$ cat config.mk
export PLATFORM = sky130hd
export DESIGN_NAME = uart_rx_packer
export DESIGN_NICKNAME = d
export VERILOG_FILES = /design/src/rtl/uart_rx_packer.sv
export SDC_FILE = /design/constraint.sdc
export NUM_CORES = 1
export LEC_CHECK = 0
export BUFFER_PORTS_ARGS = -buffer_cell sky130_fd_sc_hd__buf_2
export CELL_PAD_IN_SITES_DETAIL_PLACEMENT = 0
export CELL_PAD_IN_SITES_GLOBAL_PLACEMENT = 1
export CORE_MARGIN = 2
export CORE_UTILIZATION = 35
export CTS_CLUSTER_DIAMETER = 120
export DETAILED_ROUTE_END_ITERATION = 8
export GPL_ROUTABILITY_DRIVEN = 0
export PLACE_DENSITY = 0.7
export SLEW_MARGIN = 20
export SYNTH_ARGS = -nofsm -noshare
export SYNTH_HDL_FRONTEND = slang
export SYNTH_SLANG_ARGS = --single-unit
$ cat constraint.sdc
create_clock -name clk -period 3.06 [get_ports clk]
set_input_delay 0 -clock clk [delete_from_list [all_inputs] [get_ports clk]]
set_output_delay 0 -clock clk [all_outputs]
set_load 0.01 [all_outputs]
$ cat src/rtl/uart_rx_packer.sv
// UART receiver with configurable frame format that packs N_WORDS received words
// into one wide beat on a valid/ready output, flagging framing, parity and overflow errors.
module uart_rx_packer #(
    parameter int CLOCKS_PER_PULSE = 434,
    parameter int BITS_PER_WORD    = 8,
    parameter int N_WORDS          = 4,
    parameter int PARITY           = 0,
    parameter int STOP_BITS        = 1
) (
    input  logic                               clk,
    input  logic                               rstn,
    input  logic                               rx,
    output logic [N_WORDS*BITS_PER_WORD-1:0]   m_data,
    output logic                               m_valid,
    input  logic                               m_ready,
    output logic                               frame_err,
    output logic                               parity_err,
    output logic                               overflow
);

    localparam int CW   = $clog2(CLOCKS_PER_PULSE);
    localparam int IW   = (N_WORDS > 1) ? $clog2(N_WORDS) : 1;
    localparam int BCW  = $clog2(BITS_PER_WORD + 1);
    localparam int PW   = N_WORDS * BITS_PER_WORD;
    localparam int HALF = CLOCKS_PER_PULSE / 2;

    typedef enum logic [2:0] {
        S_IDLE,
        S_START,
        S_DATA,
        S_PARITY,
        S_STOP,
        S_WAIT_IDLE
    } state_t;

    state_t                   state_q, state_d;
    logic                     sync1_q, sync2_q;
    logic [CW-1:0]            cnt_q, cnt_d;
    logic [BCW-1:0]           bit_q, bit_d;
    logic [BITS_PER_WORD-1:0] word_q, word_d;
    logic                     par_err_q, par_err_d;
    logic                     stop_bad_q, stop_bad_d;
    logic [IW-1:0]            widx_q, widx_d;
    logic [PW-1:0]            pack_q, pack_d;
    logic [PW-1:0]            m_data_q, m_data_d;
    logic                     m_valid_q, m_valid_d;
    logic                     frame_err_q, frame_err_d;
    logic                     parity_err_q, parity_err_d;
    logic                     overflow_q, overflow_d;

    logic                     rxs;
    logic                     tick;
    logic                     exp_par;
    logic                     stop_bad_now;
    logic                     complete;
    logic [PW-1:0]            pack_ins;

    assign rxs        = sync2_q;
    assign tick       = (cnt_q == CW'(CLOCKS_PER_PULSE - 1));
    assign exp_par    = (PARITY == 1) ? ^word_q : ~^word_q;
    assign stop_bad_now = stop_bad_q | ~rxs;

    assign m_data     = m_data_q;
    assign m_valid    = m_valid_q;
    assign frame_err  = frame_err_q;
    assign parity_err = parity_err_q;
    assign overflow   = overflow_q;

    // Pack register with the just-received word dropped into its slot.
    always_comb begin
        pack_ins = pack_q;
        for (int i = 0; i < N_WORDS; i++) begin
            if (widx_q == IW'(i)) begin
                pack_ins[i*BITS_PER_WORD +: BITS_PER_WORD] = word_q;
            end
        end
    end

    always_comb begin
        state_d      = state_q;
        cnt_d        = cnt_q;
        bit_d        = bit_q;
        word_d       = word_q;
        par_err_d    = par_err_q;
        stop_bad_d   = stop_bad_q;
        widx_d       = widx_q;
        pack_d       = pack_q;
        m_data_d     = m_data_q;
        m_valid_d    = m_valid_q;
        frame_err_d  = 1'b0;
        parity_err_d = 1'b0;
        overflow_d   = 1'b0;
        complete     = 1'b0;

        if (m_valid_q && m_ready) begin
            m_valid_d = 1'b0;
        end

        case (state_q)
            S_IDLE: begin
                cnt_d = '0;
                if (!rxs) begin
                    state_d = S_START;
                end
            end
            S_START: begin
                if (cnt_q == CW'(HALF - 1)) begin
                    cnt_d = '0;
                    if (rxs) begin
                        state_d = S_IDLE;
                    end else begin
                        state_d    = S_DATA;
                        bit_d      = '0;
                        par_err_d  = 1'b0;
                        stop_bad_d = 1'b0;
                    end
                end else begin
                    cnt_d = cnt_q + CW'(1);
                end
            end
            S_DATA: begin
                if (tick) begin
                    cnt_d  = '0;
                    word_d = {rxs, word_q[BITS_PER_WORD-1:1]};
                    if (bit_q == BCW'(BITS_PER_WORD - 1)) begin
                        bit_d   = '0;
                        state_d = (PARITY != 0) ? S_PARITY : S_STOP;
                    end else begin
                        bit_d = bit_q + BCW'(1);
                    end
                end else begin
                    cnt_d = cnt_q + CW'(1);
                end
            end
            S_PARITY: begin
                if (tick) begin
                    cnt_d   = '0;
                    bit_d   = '0;
                    state_d = S_STOP;
                    if (rxs != exp_par) begin
                        par_err_d = 1'b1;
                    end
                end else begin
                    cnt_d = cnt_q + CW'(1);
                end
            end
            S_STOP: begin
                if (tick) begin
                    cnt_d = '0;
                    if (bit_q == BCW'(STOP_BITS - 1)) begin
                        bit_d = '0;
                        // Framing error outranks a pending parity error.
                        if (stop_bad_now) begin
                            frame_err_d = 1'b1;
                            widx_d      = '0;
                            state_d     = S_WAIT_IDLE;
                        end else if (par_err_q) begin
                            parity_err_d = 1'b1;
                            widx_d       = '0;
                            state_d      = S_IDLE;
                        end else begin
                            pack_d  = pack_ins;
                            state_d = S_IDLE;
                            if (widx_q == IW'(N_WORDS - 1)) begin
                                complete = 1'b1;
                                widx_d   = '0;
                            end else begin
                                widx_d = widx_q + IW'(1);
                            end
                        end
                    end else begin
                        bit_d      = bit_q + BCW'(1);
                        stop_bad_d = stop_bad_now;
                    end
                end else begin
                    cnt_d = cnt_q + CW'(1);
                end
            end
            S_WAIT_IDLE: begin
                cnt_d = '0;
                if (rxs) begin
                    state_d = S_IDLE;
                end
            end
            default: begin
                state_d = S_IDLE;
                cnt_d   = '0;
            end
        endcase

        // A new packet may replace one that is being accepted this same cycle.
        if (complete) begin
            if (!m_valid_q || m_ready) begin
                m_data_d  = pack_ins;
                m_valid_d = 1'b1;
            end else begin
                overflow_d = 1'b1;
            end
        end
    end

    always_ff @(posedge clk or negedge rstn) begin
        if (!rstn) begin
            sync1_q      <= 1'b1;
            sync2_q      <= 1'b1;
            state_q      <= S_IDLE;
            cnt_q        <= '0;
            bit_q        <= '0;
            word_q       <= '0;
            par_err_q    <= 1'b0;
            stop_bad_q   <= 1'b0;
            widx_q       <= '0;
            pack_q       <= '0;
            m_data_q     <= '0;
            m_valid_q    <= 1'b0;
            frame_err_q  <= 1'b0;
            parity_err_q <= 1'b0;
            overflow_q   <= 1'b0;
        end else begin
            sync1_q      <= rx;
            sync2_q      <= sync1_q;
            state_q      <= state_d;
            cnt_q        <= cnt_d;
            bit_q        <= bit_d;
            word_q       <= word_d;
            par_err_q    <= par_err_d;
            stop_bad_q   <= stop_bad_d;
            widx_q       <= widx_d;
            pack_q       <= pack_d;
            m_data_q     <= m_data_d;
            m_valid_q    <= m_valid_d;
            frame_err_q  <= frame_err_d;
            parity_err_q <= parity_err_d;
            overflow_q   <= overflow_d;
        end
    end

endmodule

After elaboration in Yosys (flattened, before gate mapping)
Index checks and enable logic that the tools add are counted.

word-level totals
  bits in registers = 98
  latch bits = 0
  RAM bits = 0
  ROM bits = 0
  bits of input ports = 4
  output and inout port bits = 36
  word-level logic and storage cells = 121
  memories kept = 0

cells by class
  $add $sub $neg = 3
  multiply operators = 0
  div/mod/pow operators = 0
  magnitude comparators = 0
  equal/unequal tests = 23
  shift-type cells = 0
  mux-type cells = 57
  bitwise logic cells = 4
  reduce and logical (&&, ||, !) cells = 19

operators by type and width
  operator                                       count
  2-to-1 mux 8 bit                               4
  2-to-1 mux 4 bit                               7
  2-to-1 mux 3 bit                               9
  2-to-1 mux 1 bit                               26
  inequality test 2 bit, second input constant   11
  2-to-1 mux 9 bit                               2
  case mux 3 bit (6 select lines)                1
  case mux 9 bit (2 select lines)                1
  case mux 4 bit (4 select lines)                1
  AND reduction 5 bit                            3
  adder 9 x 1 -> 9 bit, second input constant    1
  == test 9 x 8 -> 1 bit, second input constant  1
  == test 9 bit, second input constant           1
  2-to-1 mux 2 bit                               4
  AND reduction 8 bit                            1
  XNOR reduction 8 bit                           1
  == test 3 x 2 -> 1 bit, second input constant  2
  == test 3 bit, second input constant           2
  AND reduction 6 bit                            1
  adder 4 x 1 -> 4 bit, second input constant    1
  == test 2 bit, second input constant           2
  == test 4 x 3 -> 1 bit, second input constant  1
  zero test 4 bit                                1
  case mux 1 bit (2 select lines)                2
  16 further kinds                               20

Depth between registers and ports, before layout
Gate-level depths: netlist of the first run.

  depth in word-level cells = 8
  gate-level depth with buffers = 7
  mapped depth without buffers = 6

Worst setup path after synthesis of the first run
OpenSTA, ideal clock, no wires.

  path kind = flip-flop to flip-flop
  from = register sync2_q, in the netlist rxs
  to = register m_data_q[10], in the netlist m_data[10]
  library setup time = 125 ps
  data arrival time = 2031 ps
  data required time = 2935 ps
  slack = 904 ps
  stages on the path, launching flop included = 6
  path buffers = 2
  clock period less this slack = 2156 ps
  cells stage by stage = dfstp_2 > buf_4 > nor3b_2 > nand4_4 > buf_6 > mux2_4

on the way
  cells in the longest elaborated chain, start to end = 7

ends and longest elaborated chain
  what                           line  RTL
  start, declared                37    logic sync1_q, sync2_q;
  start signal, assigned         221   sync2_q <= sync1_q;
  NOT 1 bit                      61    assign stop_bad_now = stop_bad_q | ~rxs;
  bitwise OR 1 bit               61
  2-to-1 mux 1 bit               153   if (stop_bad_now) begin
  2-to-1 mux 1 bit               150   if (bit_q == BCW'(STOP_BITS - 1)) begin
  2-to-1 mux 1 bit               148   if (tick) begin
  2-to-1 mux 1 bit               99    case (state_q)
  AND reduction 2 bit (no line)  n/a
  end signal, assigned           230   m_data_q <= m_data_d;
  end, declared                  45    logic [PW-1:0] m_data_q, m_data_d;

No other way between the ends.
A chain may end at the register's enable or synchronous reset.

Final worst setup path of the first run
  from = register bit_q[0]
  to = register m_data_q[31], in the netlist m_data[31]

on the way
  cells in the longest elaborated chain, start to end = 5

ends and longest elaborated chain
  what                           line  RTL
  start, declared                39    logic [BCW-1:0] bit_q, bit_d;
  start signal, assigned         224   bit_q <= bit_d;
  zero test 4 bit                150
  2-to-1 mux 1 bit               150
  2-to-1 mux 1 bit               148
  2-to-1 mux 1 bit               99
  AND reduction 2 bit (no line)  n/a

No other way between the ends.

==> metrics.md, run 1 <==
| Metric | Value |
|---|---|
| Status | completed |
| GRT overflow | 0 |
| Max IR drop VDD | 217 µV |
| Via count | 2590 |
| Avg Vias per Cell | 4.85 |
| Clock buffer depth | 2 |
| Slowest CP cell | or3b_2 |
| Post-synth EDFFs | 0 |
| Initial drt markers | 91 |
| Post-Syn Nets | 334 |
| R2r setup slk | 0.66 ns |
| Die extent in y | 116 µm |
| Mapped Cells | 321 |
| Synthesized area | 4430 µm² |
| Met3 wire len | 364 µm |
| Achievable Freq | 417 MHz |
| Seq cells post-synth | 90 |
| Setup ws final | 0.663 ns |
| Setup CP Type | reg -> reg |
| Worst path bufs/invs | 2 |
| Wire per inst | 15.4 µm |
| Static Leak | 2.58 nW |
| Dpl ws | 0.654 ns |
| Fin crit period | 2.40 ns |
| Met1 wire length | 3.89 mm |
| Final Non-Filler Cells | 534 |
| H-tree levels | 3 |
| Hold Fails Final Rpt | 0 |
| Total placed cells including tap cells | 516 |
| Post-route design area | 5070 µm² |
| Largest net degree at the start of global routing | 50 |
| CTS Sinks | 90 |
| Hold path start | m_ready |
| Number of routed nets with antenna violations | 0 |
| Layout fillers | 1185 |
| Skew-Pair Late Insertion Delay | 0.34 ns |
| Total Die Area | 13600 µm² |
| Cell Rows | 41 |
| Slew @ Worst Pin | 0.658 ns |
| Antenna violations before repair | 0 |
| # nets final | 370 |
| Syn avg cell area | 13.8 µm² |
| Largest delay contributor family on the critical path | simple AND/OR/NAND/NOR gates |
| Startpoint Class | register |
| Root cell of the clock tree | clkbuf_16 |
| Crit path largest cell delay | 0.52 ns |
| MaxCap Viol Count | 0 |
| CP arrival | 2.62 ns |
| Num CTS Buffers | 9 |
| Gr usage total | 13.1% |
| Slew Limit Fails | 0 |
| Final WL | 8.21 mm |
| Core area | 12500 µm² |
| Max-slew headroom | 56.0% |
| Worst setup EP type | register |
| Final cycle utilization of the critical path | 78.3% |
| Area growth syn-to-layout | 14.5% |
| Final hold slack | 0.0299 ns |
| Cell Area, Placed | 4770 µm² |
| CTS tree | yes |
| Top FF cell, synth | dfrtp_1 |
| Worst R2R Start | bit_q[0] |
| Distinct cells, synth | 51 |
| Share of layout cells above drive strength 1 | 44.8% |
| Global-route wire length before repair | 13.7 mm |
| DR top layer | met4 |
| Sequential-to-total area share from yosys stat | 50.9% |
| I/O pin count | 40 |
| Critical path fanouts, max | 23 |
| Clock Skews | 0.00732 ns |
| Setup Total Neg Slack | 0 ns |
| Req. time, crit path | 3.29 ns |
| Cell Pwr Density | 447 nW/µm² |
| Clk slew on worst S/H paths | 0.06 ns |
| Final core utilization | 40.7% |
| Setup violators final | 0 |
| Synth warnings | 0 |
| Async SR Flop Fraction | 100% |
| Die span in x | 116 µm |
| CP cell instances | inv_1 > ha_1 > or3b_2 > nor4_4 > nand4_4 > buf_12 > mux2_4 |
| Post-CTS setup buffers | 0 |
| Min-Delay Path Class | in -> reg |
| # diodes | 0 |
| Met2 Wirelength | 3.85 mm |
| Initial Util | 35.5% |
| Final Power | 2.27 mW |
| Crit path launch | bit_q[0] |
| DRC violations left | 0 |
| RSZ-0062 raised after global routing | false |
| Vias in the first global route | 2647 |
| IO Port Bufs | 39 |
| TritonRoute pass-1 iters | 4 |
| DP HPWL | 5.56 mm |
==> final timing paths <==
kind / depth (start not counted) / end
min in group asynchronous: 2 / m_data[30]
worst min-delay path: 3 / m_valid
worst max register to register: 7 / m_data[31]
max in group asynchronous: 3 / rxs
worst min register to register: 0 / rxs
worst max-delay path: 7 / m_data[31]
==> area by class of cell <==
type | count | area, µm² | share of cell area, %
clock buffer | 11 | 243 | 4.79
sequential | 90 | 2250 | 44.5
multi-input combinational | 203 | 2030 | 40.0
clock inverter | 5 | 36.3 | 0.716
inverter | 7 | 26.3 | 0.518
timing repair buffer | 46 | 268 | 5.28
tap | 172 | 215 | 4.24
==> tightest hold or removal path, stage by stage <==
cell and delay [ns]:
buf_2 0.09, nand2b_1 0.18, nand2_1 0.07
==> repair_timing <==
item | CTS | global route
hold endpoints to repair | 48 | 0
gates resized for setup | 0 | 0
hold buffers | 2 | 0
==> where the power goes <==
part | internal, mW | switching [mW]
clock network | 0.577 | 0.459
logic | 0.00857 | 0.0287
registers | 1.19 | 0.00227
==> cells by family after synthesis <==
family                   count (synthesis)  synth area share [%]
adder cells (fa/ha/maj)                  9                  2.54
flip-flops                              90                  50.9
multiplexers                            90                  25.5
AND/OR/NAND/NOR                         71                  11.3
AO/OA/AOI/OAI                           18                  3.11
buffers and inverters                   28                  3.33
XOR/XNOR                                15                  3.28
==> registers in the layout, summed over array words and instances (netlist names) <==
register and count:
rxs 1, par_err_q 1, bit_q 4, state_q 3, cnt_q 9, parity_err 1
m_valid 1, sync1_q 1, frame_err 1, widx_q 2, overflow 1, word_q 8
pack_q 24, stop_bad_q 1, m_data 32
==> layout by cell type (no fill, tap or decap), types with 3 or more instances in the layout <==
cell type | netlist | final
nor2b_1 | 3 | 3
buf_2 | 1 | 38
and3_1 | 3 | 3
clkbuf_16 | 0 | 9
nand3_4 | 4 | 4
ha_1 | 9 | 9
mux2_4 | 31 | 31
dfrtp_1 | 88 | 88
inv_1 | 7 | 7
nor2_1 | 14 | 14
mux2_2 | 59 | 59
nand4_1 | 3 | 3
buf_4 | 3 | 5
nand2b_1 | 3 | 3
xnor2_1 | 6 | 6
nand2_1 | 7 | 7
xor2_1 | 8 | 8
nor3b_1 | 3 | 3
nand3_1 | 10 | 10
o21ai_0 | 5 | 5
==> Yosys cell counts (all sizes together) (3+ instances only) <==
cell    instances  area share [%]
mux2           90              26
dfrtp          88              50
nand3          14             2.7
nor2           14             1.2
buf            11             1.9
clkbuf         10            0.85
ha              9             2.5
xor2            8             1.6
inv             7            0.59
nand2           7            0.59
xnor2           6             1.2
o21ai           5            0.56
nand4           4            0.90
nor3b           4            0.79
and3            3            0.42
nand2b          3            0.42
nor2b           3            0.42
==> per-layer routing <==
metal	GRT usage, %	up-vias
li1	-	1222
met1	17.2	1311
met2	21.2	47
met3	4.36	10
met4	3.25	0
met5	0	-
No activity file was read; power rests on OpenSTA's default activity.
==> run 2: changes to the inputs <==
PLACE_DENSITY = 0.72   (was 0.7)
clock period = 2.15 ns   (was 3.06 ns; I/O delays follow)
==> metrics.md, run 2 (same netlist as run 1, synthesis figures left out) <==
| Metric | Value |
|---|---|
| Worst setup EP type | register |
| Antenna violations before repair | 0 (unchanged) |
| Leading cell types in the layout, fill and taps excluded | 88 x dfrtp_1, 58 x mux2_2, 38 x buf_2, 32 x mux2_4, 28 x buf_4 |
| I/O pin count | 40 (unchanged) |
| Clock buffer depth | 2 (unchanged) |
| Clock share of power | 45.7% (about the same) |
| Avg Vias per Cell | 4.65 (-4.0%) |
| Cell Int Power | 2.53 mW (+43%) |
| Final cycle utilization of the critical path | 95.7% (+17 points) |
| Global-route wire length before repair | 13.9 mm (+1.4%) |
| Status | completed |
| Cell Rows | 41 (unchanged) |
| DRC violations left | 0 (unchanged) |
| Gr usage total | 13.4% (+0.23 points) |
| Psw | 0.701 mW (+43%) |
| Vias in the first global route | 2744 (+3.7%) |
| GRT overflow | 0 (unchanged) |
| Max-slew headroom | 62.5% (+6.5 points) |
| Largest net degree at the start of global routing | 50 (unchanged) |
| Req. time, crit path | 2.38 ns (-0.91 ns) |
| Setup violators final | 0 (unchanged) |
| Die extent in y | 116 µm (unchanged) |
| Die span in x | 116 µm (unchanged) |
| Achievable Freq | 486 MHz (+16%) |
| Critical path fanouts, max | 8 (-65%) |
| Initial drt markers | 95 (+4.4%) |
| Core area | 12500 µm² (unchanged) |
| RSZ-0062 raised after global routing | false |
| Slew @ Worst Pin | 0.562 ns (-0.0962 ns) |
| IO Port Bufs | 39 (unchanged) |
| Sequential Power Share | 52.5% (-0.2 points) |
| Fin crit period | 2.06 ns (-0.339 ns) |
| Area growth syn-to-layout | 19.6% |
| Initial Util | 35.5% (unchanged) |
| Startpoint Class | register |
| Multi-input gate area | 2050 µm² (+1.2%) |
| Hold Fails Final Rpt | 0 (unchanged) |
| Layout fillers | 1161 (-2.0%) |
| Clk slew on worst S/H paths | 0.06 ns (about the same) |
| CTS Sinks | 90 (unchanged) |
| Static Leak | 2.72 nW (+5.4%) |
| Commonest non-fill, non-tap cell in the layout | dfrtp_1 |
| Number of routed nets with antenna violations | 0 (unchanged) |
| Cell Pwr Density | 611 nW/µm² (+37%) |
| Total Die Area | 13600 µm² (unchanged) |
| # diodes | 0 (unchanged) |
| H-tree levels | 3 (unchanged) |
| Final Power | 3.23 mW (+43%) |
| Crit path largest cell delay | 0.44 ns (-0.08 ns) |
| Gate power share | 1.8% (+0.2 points) |
| Final Non-Filler Cells | 559 (+4.7%) |
| Wire per inst | 14.8 µm (-3.8%) |
| Register area | 2250 µm² (unchanged) |
| Number of flip-flops in the largest register | 32 (unchanged) |
| Via count | 2602 (+0.46%) |
| Min-Delay Path Class | in -> reg |
| Skew-Pair Late Insertion Delay | 0.34 ns (about the same) |
| MaxCap Viol Count | 0 (unchanged) |
| CTS tree | yes |
| Setup Total Neg Slack | 0 ns (unchanged) |
| Root cell of the clock tree | clkbuf_16 |
| Total placed cells including tap cells | 539 (+4.5%) |
| CP arrival | 2.29 ns (-0.33 ns) |
| Num CTS Buffers | 9 (unchanged) |
| Final hold slack | 0.0324 ns (+0.00253 ns) |
| DP HPWL | 5.67 mm (+1.9%) |
| # nets final | 395 (+6.8%) |
| Slowest CP cell | or3b_4 |
| Setup CP Type | reg -> reg |
| CP cell instances | or3b_4 > nor4_4 > buf_6 > nand3_4 > mux2_4 |
| Clock Skews | 0.00622 ns (-0.00110 ns) |
| Final WL | 8.26 mm (+0.68%) |
| Slew Limit Fails | 0 (unchanged) |
| Share of layout cells above drive strength 1 | 48.8% (+4.1 points) |
| Switching share of power | 21.7% (+0.063 points) |
| Max IR drop VDD | 445 µV (+100%) |
| Cell Area, Placed | 4960 µm² (+4.0%) |
| Post-route design area | 5300 µm² (+4.5%) |
| TritonRoute pass-1 iters | 4 (unchanged) |
-- run 2: power by group through the flow --
stage	combinational [mW]	clock (mW)	sequential (mW)
after floorplan	0.0129	0	1.73
after global placement	0.0581	0	1.73
after detailed placement	0.0591	0	1.73
after CTS	0.0621	1.53	1.70
after global routing	0.0689	1.62	1.70
final	0.0590	1.48	1.70
-- run 2: worst max-delay path, delay by kind of cell, from the launching register on --
family	cells	cell delay [ns]
simple gates	3	0.96
mux	1	0.34
buf+inv	1	0.22
flops	1	0.42
-- run 2: final timing paths --
| check | to | start | slack (ns) | cells past startpoint |
|---|---|---|---|---|
| setup / recovery | pack_q[11] | state_q[1] | 0.09 | 5 |
| hold / removal | overflow | m_ready | 0.03 | 3 |
| setup reg to reg | pack_q[11] | state_q[1] | 0.09 | 5 |
| hold reg to reg | rxs | sync1_q | 0.36 | 0 |
| max in group asynchronous | rxs | rstn | 1.23 | 3 |
| min in group asynchronous | m_data[30] | rstn | 0.20 | 2 |
-- run 2: per-stage QoR --
step                      utilization, %  setup slack (ns)
final                               42.5            0.0920
after global routing                42.5            0.0376
after CTS                           42.3            0.0104
after detailed placement            39.8          -0.00899
after global placement              39.8            0.0103
after floorplan                        -            0.0477
-- run 2: repair_timing --
action / in CTS / in global routing
gates resized for setup: 2 / 3
endpoints found under the hold margin: 42 / 0
buffers inserted: 0 / 2
setup endpoints to repair: 25 / 57
hold buffers: 2 / 0
-- run 2: area by class of cell --
| cell class | count | share of cell area [%] |
|---|---|---|
| flip-flops and latches | 90 | 42.6 |
| multi-input cells | 203 | 38.7 |
| repair buffers | 71 | 8.90 |
| clock buffers | 11 | 4.58 |
| well taps | 172 | 4.06 |
| clock inverters | 5 | 0.685 |
| inverters | 7 | 0.496 |
-- run 2: layer usage --
| layer | global-route usage [%] | vias up | wire length (µm) | part of all wire [%] |
|---|---|---|---|---|
| li1 | - | 1263 | - | - |
| met1 | 17.9 | 1286 | 3980 | 48 |
| met2 | 21.0 | 43 | 3880 | 47 |
| met3 | 3.74 | 10 | 279 | 3.4 |
| met4 | 4.52 | 0 | 118 | 1.4 |
| met5 | 0 | - | 0 | 0 |
==> run 3: changes to the inputs <==
BUFFER_PORTS_ARGS = default   (was -buffer_cell sky130_fd_sc_hd__buf_2)
CORE_UTILIZATION = 47   (was 35)
DONT_BUFFER_PORTS = 1   (was default)
PLACE_DENSITY = 0.85   (was 0.72)
SETUP_SLACK_MARGIN = 0.15   (was default)
==> metrics.md, run 3 (same netlist as run 1, synthesis figures left out) <==
| Metric | Value |
|---|---|
| Die span in x | 101 µm (-13%) |
| Reg-to-reg critical path endpoint | pack_q[18] |
| CTS tree | yes |
| Min-Delay Path Class | in -> async |
| Final WL | 8.04 mm (-2.6%) |
| Crit path largest cell delay | 0.41 ns (-0.03 ns) |
| Number of flip-flops in the largest register | 32 (unchanged) |
| Final core utilization | 54.2% (+12 points) |
| Clock Skews | 0.0165 ns (+0.0102 ns) |
| Startpoint Class | register |
| CP arrival | 2.34 ns (+0.05 ns) |
| Setup violators final | 0 (unchanged) |
| CP cell instances | inv_1 > ha_1 > or3b_4 > nor4_4 > buf_4 > nand3_4 > mux2_4 |
| Hold Fails Final Rpt | 90 (+90) |
| Slew Limit Fails | 0 (unchanged) |
| IO Port Bufs | 0 (-100%) |
| Num CTS Buffers | 9 (unchanged) |
| Via count | 2593 (-0.35%) |
| I/O pin count | 40 (unchanged) |
| Skew-Pair Late Insertion Delay | 0.37 ns (+0.03 ns) |
| Max-slew headroom | 66.6% (+4.1 points) |
| CTS Sinks | 90 (unchanged) |
| Commonest non-fill, non-tap cell in the layout | dfrtp_1 |
| Gr usage total | 17.1% (+3.8 points) |
| Max IR drop VDD | 415 µV (-6.8%) |
| Number of routed nets with antenna violations | 0 (unchanged) |
| Layout fillers | 767 (-34%) |
| Setup Total Neg Slack | 0 ns (unchanged) |
| Final cycle utilization of the critical path | 97.3% (+1.6 points) |
| Final hold slack | -0.687 ns (-0.719 ns) |
| Core area | 9200 µm² (-26%) |
| # diodes | 0 (unchanged) |
| Vias in the first global route | 2685 (-2.2%) |
| Dpl ws | 0.0561 ns (+0.0651 ns) |
| Total Die Area | 10200 µm² (-25%) |
| Clock buffer depth | 2 (unchanged) |
| Cell Pwr Density | 566 nW/µm² (-7.3%) |
| GRT overflow | 0 (unchanged) |
| Area growth syn-to-layout | 12.6% |
| MaxCap Viol Count | 0 (unchanged) |
| Global-route wire length before repair | 13.5 mm (-2.7%) |
| Root cell of the clock tree | clkbuf_8 |
| DP HPWL | 5.59 mm (-1.3%) |
| Status | complete, but fails checks |
| Setup CP Type | reg -> reg |
| Reg2reg path depth | 7 (+2) |
| Initial Util | 48.2% (+13 points) |
| H-tree levels | 3 (unchanged) |
| Met1 wire length | 3.65 mm (-8.5%) |
| DRC violations left | 0 (unchanged) |
| Cell Rows | 35 (-15%) |
| Hold_buf cts | 2 (unchanged) |
| Achievable Freq | 478 MHz (-1.6%) |
| Clk slew on worst S/H paths | 0.10 ns (+0.04 ns) |
| Register area | 2260 µm² (+0.11%) |
| Static Leak | 2.46 nW (-9.5%) |
| Largest delay contributor family on the critical path | simple AND/OR/NAND/NOR gates |
| Largest net degree at the start of global routing | 91 (+82%) |
| Slew @ Worst Pin | 0.501 ns (-0.0611 ns) |
| Share of layout cells above drive strength 1 | 46.1% (-2.7 points) |
| Slowest CP cell | or3b_4 |
| Worst path bufs/invs | 2 (+1) |
| Setup ws final | 0.0581 ns (-0.0339 ns) |
| Wire per inst | 17.6 µm (+19%) |
| Met2 Wirelength | 3.96 mm (+2.1%) |
| Antenna violations before repair | 0 (unchanged) |
| TritonRoute pass-1 iters | 4 (unchanged) |
| Worst setup EP type | register |
| R2r setup slk | 0.06 ns (-0.03 ns) |
| Initial drt markers | 42 (-56%) |
| Critical path fanouts, max | 8 (unchanged) |
| Req. time, crit path | 2.40 ns (+0.02 ns) |
| Multi-input gate area | 2100 µm² (+2.3%) |
| Avg Vias per Cell | 5.66 (+22%) |
| Die extent in y | 101 µm (-13%) |
| DR top layer | met4 |
| Failing checks | hold timing |
| # nets final | 355 (-10%) |
| Met3 wire len | 279 µm (unchanged) |
| Leading cell types in the layout, fill and taps excluded | 86 x dfrtp_1, 58 x mux2_2, 32 x mux2_4, 25 x buf_4, 14 x nor2_1 |
| RSZ-0062 raised after global routing | true |
| Worst R2R Start | bit_q[0] |
| Fin crit period | 2.09 ns (+0.0339 ns) |
==> run 3: cell types whose count changed in the layout (fill, tap and decap cells not counted), sizes merged <==
cell	before	now
buf	69	29
clkbuf	11	9
clkinv	3	1
clkinvlp	0	2
inv	9	11
==> run 3: worst register-to-register path: cells and delay by family, from the launching register on <==
kind,cells,cell delay [ns]
and+or+nand+nor,3,0.84
DFF,1,0.39
muxes,1,0.36
buffers and inverters,2,0.26
adders and majority gates,1,0.13
==> run 3: per-stage QoR <==
stage	power, mW	cells	area [µm²]
2_1_floorplan	1.74	321	4450
3_3_place_gp	1.74	434	4650
3_5_place_dp	1.74	434	4650
4_1_cts	2.86	453	4910
5_1_grt	2.94	458	4990
6_report	2.82	458	4990
==> run 3: report_power, final <==
group / switching [mW] / total (mW) / internal (mW) / leakage, nW
registers: 0.00285 / 1.70 / 1.69 / 1.23
logic: 0.00825 / 0.0174 / 0.00913 / 1.13
clock network: 0.655 / 1.11 / 0.453 / 0.0931
total: 0.666 / 2.82 / 2.16 / 2.46
==> run 3: layout make-up <==
| cell class | count | area share, % |
|---|---|---|
| multi-input combinational | 203 | 42.1 |
| sequential | 90 | 45.3 |
| clock buffer | 9 | 2.48 |
| inverter | 7 | 0.527 |
| tap | 111 | 2.79 |
| clock inverter | 7 | 1.43 |
| timing repair buffer | 31 | 5.42 |
==> run 3: worst max-delay path by stage <==
| stage | depth (start not counted) | start | to | slack [ns] |
|---|---|---|---|---|
| detailed placement | 7 | cnt_q[1] | pack_q[0] | 0.06 |
| global route | 7 | bit_q[1] | pack_q[18] | -0.03 |
| global placement | 4 | cnt_q[8] | bit_q[0] | 0.09 |
| CTS | 7 | bit_q[0] | m_data[3] | 0.06 |
| finish | 7 | bit_q[0] | pack_q[18] | 0.06 |
| floorplan | 6 | state_q[0] | m_data[12] | 0.11 |
==> run 3: repair_timing <==
| action | CTS | global route |
|---|---|---|
| resized for setup | 4 | 12 |
| setup endpoints to repair | 59 | 66 |
| endpoints found under the hold margin | 93 | 90 |
| pin swaps | 0 | 5 |
| buffers inserted | 1 | 5 |
==> run 3: routing by layer <==
layer | global-route usage [%] | vias up
li1 | - | 1186
met1 | 22.3 | 1342
met2 | 27.6 | 49
met3 | 4.16 | 16
met4 | 6.76 | 0
met5 | 0 | -
